`config.mk`:
```
export PLATFORM = sky130hd
export DESIGN_NAME = biquad8_pole_coeff_loader
export DESIGN_NICKNAME = d
export VERILOG_FILES = /design/src/rtl/biquad8_pkg.sv /design/src/rtl/biquad8_pole_coeff_loader.sv
export SDC_FILE = /design/constraint.sdc
export NUM_CORES = 1
export LEC_CHECK = 0
export ABC_CLOCK_PERIOD_IN_PS = 2800
export BUFFER_PORTS_ARGS = -buffer_cell sky130_fd_sc_hd__buf_2
export CORE_MARGIN = 2
export CORE_UTILIZATION = 55
export DETAILED_ROUTE_END_ITERATION = 6
export PLACE_DENSITY = 0.8
export SLEW_MARGIN = 0
export SYNTH_ARGS = -nofsm -noshare
export SYNTH_HDL_FRONTEND = slang
export SYNTH_SLANG_ARGS = --single-unit
```
`constraint.sdc`:
```
create_clock -name clk -period 2.8 [get_ports clk]
set_input_delay 0.14 -clock clk [delete_from_list [all_inputs] [get_ports clk]]
set_output_delay 0.14 -clock clk [all_outputs]
set_load 0.01 [all_outputs]
```
`src/rtl/biquad8_pkg.sv`:
```
// Shared definitions for the biquad8 pole-coefficient loader: FSM states,
// coefficient address map and the order in which words are shifted into the chain.
package biquad8_pkg;

    localparam int COEFF_W   = 18;
    localparam int NUM_COEFF = 4;

    typedef enum logic [1:0] {
        ST_IDLE   = 2'd0,
        ST_SHIFT  = 2'd1,
        ST_UPDATE = 2'd2
    } state_t;

    localparam logic [1:0] ADDR_A = 2'd0;
    localparam logic [1:0] ADDR_B = 2'd1;
    localparam logic [1:0] ADDR_C = 2'd2;
    localparam logic [1:0] ADDR_D = 2'd3;

    // D goes in first so that it travels furthest and ends up in DSP3; A ends in DSP0.
    function automatic logic [1:0] shift_addr(input logic [1:0] cnt);
        return ADDR_D - cnt;
    endfunction

endpackage

```
`src/rtl/biquad8_pole_coeff_loader.sv`:
```
// Loads four shadow coefficients serially into the pole IIR B-cascade, then
// pulses the update strobe so all four DSPs switch to the new values together.
module biquad8_pole_coeff_loader
    import biquad8_pkg::*;
#(
    parameter logic [17:0] INIT_A = 18'h00000,
    parameter logic [17:0] INIT_B = 18'h00000,
    parameter logic [17:0] INIT_C = 18'h00000,
    parameter logic [17:0] INIT_D = 18'h00000
) (
    input  logic        clk,
    input  logic        rst,
    input  logic        cfg_wr_i,
    input  logic [1:0]  cfg_addr_i,
    input  logic [17:0] cfg_dat_i,
    input  logic        cfg_commit_i,
    output logic [17:0] coeff_dat_o,
    output logic        coeff_wr_o,
    output logic        coeff_update_o,
    output logic        busy_o,
    output logic        done_o
);

    localparam logic [17:0] INIT_VALS [NUM_COEFF] = '{INIT_A, INIT_B, INIT_C, INIT_D};

    logic [17:0] shadow_reg [NUM_COEFF];
    logic [17:0] snap_reg   [NUM_COEFF];
    logic [17:0] fwd_val    [NUM_COEFF];
    logic [NUM_COEFF-1:0] wr_hit;

    state_t     state_reg, state_next;
    logic [1:0] cnt_reg, cnt_next;
    logic       pending_reg, pending_next;
    logic       capture;

    // A write landing in the capture cycle must be visible in the snapshot.
    for (genvar gi = 0; gi < NUM_COEFF; gi++) begin : g_fwd
        assign wr_hit[gi]  = cfg_wr_i && (cfg_addr_i == 2'(gi));
        assign fwd_val[gi] = wr_hit[gi] ? cfg_dat_i : shadow_reg[gi];
    end

    always_comb begin
        state_next   = state_reg;
        cnt_next     = cnt_reg;
        pending_next = pending_reg;
        capture      = 1'b0;
        case (state_reg)
            ST_IDLE: begin
                if (cfg_commit_i) begin
                    capture    = 1'b1;
                    cnt_next   = 2'd0;
                    state_next = ST_SHIFT;
                end
            end
            ST_SHIFT: begin
                if (cfg_commit_i) begin
                    pending_next = 1'b1;
                end
                cnt_next = cnt_reg + 2'd1;
                if (cnt_reg == 2'd3) begin
                    state_next = ST_UPDATE;
                end
            end
            ST_UPDATE: begin
                // A commit arriving in this very cycle restarts just like a pending one.
                if (pending_reg || cfg_commit_i) begin
                    capture      = 1'b1;
                    pending_next = 1'b0;
                    cnt_next     = 2'd0;
                    state_next   = ST_SHIFT;
                end else begin
                    state_next = ST_IDLE;
                end
            end
            default: begin
                state_next = ST_IDLE;
            end
        endcase
    end

    always_ff @(posedge clk) begin
        if (rst) begin
            state_reg   <= ST_IDLE;
            cnt_reg     <= 2'd0;
            pending_reg <= 1'b0;
            for (int i = 0; i < NUM_COEFF; i++) begin
                shadow_reg[i] <= INIT_VALS[i];
                snap_reg[i]   <= '0;
            end
        end else begin
            state_reg   <= state_next;
            cnt_reg     <= cnt_next;
            pending_reg <= pending_next;
            for (int i = 0; i < NUM_COEFF; i++) begin
                if (wr_hit[i]) begin
                    shadow_reg[i] <= cfg_dat_i;
                end
                if (capture) begin
                    snap_reg[i] <= fwd_val[i];
                end
            end
        end
    end

    // Outputs are gated by rst so the chain sees nothing in the reset cycle itself.
    always_comb begin
        coeff_wr_o     = !rst && (state_reg == ST_SHIFT);
        coeff_update_o = !rst && (state_reg == ST_UPDATE);
        done_o         = coeff_update_o;
        busy_o         = !rst && (state_reg != ST_IDLE);
        coeff_dat_o    = coeff_wr_o ? snap_reg[shift_addr(cnt_reg)] : 18'h00000;
    end

endmodule

```
==> flow_metrics.py <==
metrics = {
    "outcome": {
        "status": "finished clean",
    },
    "clocking": {
        "cts_root_buffer": "clkbuf_16",
        "post_cts_buffers": 0,
        "numCtsBuffers": 17,
        "clock-sinks": 149,
        "clkLatencyLatePin_ns": 0.42,
        "clkTransAtPathRegs_ns": 0.06,
        "cts-htree-levels": 4,
        "cts.repair.resized": 0,
        "cts_tree": "built",
        "cts_buffer_depth": 2,
    },
    "worst_setup_path": {
        "critPathMaxFanout": 21,
        "cp_num_buf_inv": 2,
        "start_kind": "flop",
        "critical_path.top_delay_family": "multiplexers",
        "crit_arrival_ns": 1.97,
        "criticalPathCategory": "flop to primary output",
        "crit_path_end_kind": "primary output",
        "required_ns": 2.66,
        "worstPathCellList": "buf_4 -> mux4_2 -> and2_1 -> buf_2",
        "critPathSlowestCell": "mux4_2",
        "cp_slowest_stage_delay_ns": 0.57,
    },
    "floorplan": {
        "ioPinCount": 46,
        "die_area_sq_mm": 0.0139,
        "die_x_um": 118,
        "core_area_sq_mm": 0.0127,
        "rows": 41,
        "initial_core_util_pct": 56.5,
        "die_y_um": 118,
    },
    "logic_synthesis": {
        "synth_top_family_by_area": "simple AND/OR/NAND/NOR gates",
        "synthArstFlopShare_pct": 0,
        "synth.area.mux_share_pct": 5.66,
        "yosys_warnings": 0,
        "synth_fa_ha_area_share_pct": 0.175,
        "yosys-top-cells-area": "edfxtp_1, a21oi_2, and2_1, nand2_1, mux4_2",
        "synth_cell_types": 36,
        "synth-seq-area-share_pct": 61.8,
        "synth_top_area_cell": "edfxtp_1",
        "synth_top_area_share_pct": 60.4,
        "yosys.area_share.simple_pct": 19.3,
        "synth_nets": 574,
        "avgSynthCellArea_sq_um": 13.0,
        "syn_area_sq_mm": 0.00716,
        "synthXorXnorAreaFrac_pct": 0,
        "synth_flop_cell": "edfxtp_1",
        "ys_seq_elements": 149,
        "synth_edf_count": 144,
        "synthCells": 549,
        "synth_compound_area_share_pct": 9.09,
    },
    "sta": {
        "worst_slew_pin_slew_ns": 0.901,
        "slew_violations": 0,
        "skew_ns": 0.00819,
        "period_share_pct": 75.5,
        "slew_headroom_pct": 39.9,
        "rsz0062_at_grt": "false",
        "setup_tns_ns": 0,
        "finalWorstPathRequiredPeriod_ns": 2.11,
        "setup-violations-final": 0,
        "timing.fmax_mhz": 473,
        "hold_viol": 0,
    },
    "final_layout": {
        "layout.nets": 610,
        "register_area_sq_mm": 0.00442,
        "mostFrequentLayoutCell": "nand2_1",
        "diodes": 0,
        "n_fill_cell": 924,
        "drive_above_1_share_pct": 30.3,
        "multi_input_area_sq_mm": 0.00245,
        "final_cell_mix": "nand2_1, edfxtp_1, and2_1, a21oi_2, buf_2",
        "areaGrowthSynthToFinish_pct": 12.1,
    },
    "detailed_routing": {
        "drt_first_iter_violations": 433,
        "drcViolationCount": 0,
        "via_per_inst": 5.68,
        "wire_per_inst_um": 18.8,
        "route.vias.total": 4374,
        "wl_um": 14400,
        "firstDrtPassIters": 6,
        "antenna_left": 0,
    },
    "placed_design": {
        "numPortBuffers": 45,
        "routabilityCongestion": 0.780,
        "place_hpwl_um": 9480,
    },
    "global_routing": {
        "grt.overflow.total": 0,
        "grt_start_max_net_pins": 73,
        "grt_antenna_before_repair": 0,
        "grt_pass1_wl_um": 23500,
        "first_global_vias": 4350,
        "grt_usage_pct": 22.0,
    },
    "power_and_ir_drop": {
        "ir_drop_mv": 0.405,
        "leakagePower_uw": 0.00295,
        "power.total_uw": 5530,
        "powerDensity_mw_per_mm2": 690,
    },
    "flow_run": {
        "drv_cap": 0,
    },
    "hold_path": {
        "hold_path.class": "input pin to flop",
    },
}
## worst reg2reg max path, cell delays in order, from the launching register on
cell and delay [ns]:
dfxtp_1 0.33, a21oi_1 0.21, or3_4 0.53, buf_4 0.38, a21oi_2 0.08
## cell families after synthesis
family                     Yosys count
buffers and inverters               37
AOI/OAI and AO/OA                   78
DFF                                149
muxes                               18
and+or+nand+nor                    266
adders and majority gates            1
## layout make-up
cell class,instances,share of cell area (%)
Multi-Input combinational cell,363,30.6
Inverter,2,0.0936
Sequential cell,149,55.2
Timing Repair Buffer,52,3.81
Clock buffer,18,5.35
Clock inverter,14,2.31
Tap cell,172,2.68
## what timing repair did
item | CTS | global route
setup endpoints to repair | 0 | 0
hold buffers | 1 | 0
hold endpoints to repair | 1 | 0
## path summary, 6_finish.rpt
kind,from,to,slack (ns),cells past startpoint
worst max-delay path,cnt_reg[0],coeff_dat_o[11],0.69,4
worst min-delay path,rst,pending_reg,0.1,2
worst max register to register,state_reg[1],snap_reg[1][12],1.01,4
worst min register to register,pending_reg,pending_reg,0.49,2
## through the flow
| stage | hold slack (ns) | instance area (sq um) | utilization, % | setup WS, ns | instances |
|---|---|---|---|---|---|
| 6_report | 0.0993 | 8020 | 63.3 | 0.685 | 770 |
| 3_5_place_dp | 0.413 | 7400 | 58.4 | 0.659 | 737 |
| 3_3_place_gp | 0.395 | 7400 | 58.4 | 0.746 | 737 |
| 5_1_grt | 0.132 | 8020 | 63.3 | 0.579 | 770 |
| 4_1_cts | 0.0805 | 8020 | 63.3 | 0.656 | 770 |
| 2_1_floorplan | 0.276 | 7160 | - | 0.896 | 549 |
## per-layer routing
layer | up-vias | share of wire (%) | GRT usage, % | wire [um]
met4 | 0 | 1.7 | 8.13 | 243
met1 | 2152 | 44 | 32.1 | 6380
met2 | 197 | 47 | 33.0 | 6740
li1 | 1998 | - | - | -
met3 | 27 | 7.5 | 4.51 | 1080
met5 | - | 0 | 0 | 0
## synth_stat cells (all sizes together) (2+ instances only)
cell type,instances
a21oi,74
and2,91
and3b,2
buf,26
clkbuf,9
dfxtp,5
edfxtp,144
inv,2
mux4,18
nand2,146
nand2b,6
nand3b,5
nor2,4
nor3,2
nor3b,3
o21ai,3
## power by group
part	total [uW]	leakage (uW)	internal [uW]	switching (uW)
sequential	2690	0.00153	2640	49.8
combinational	492	0.00114	174	317
clock	2350	0.000285	1480	865
Power figures use the tool's default switching activity.
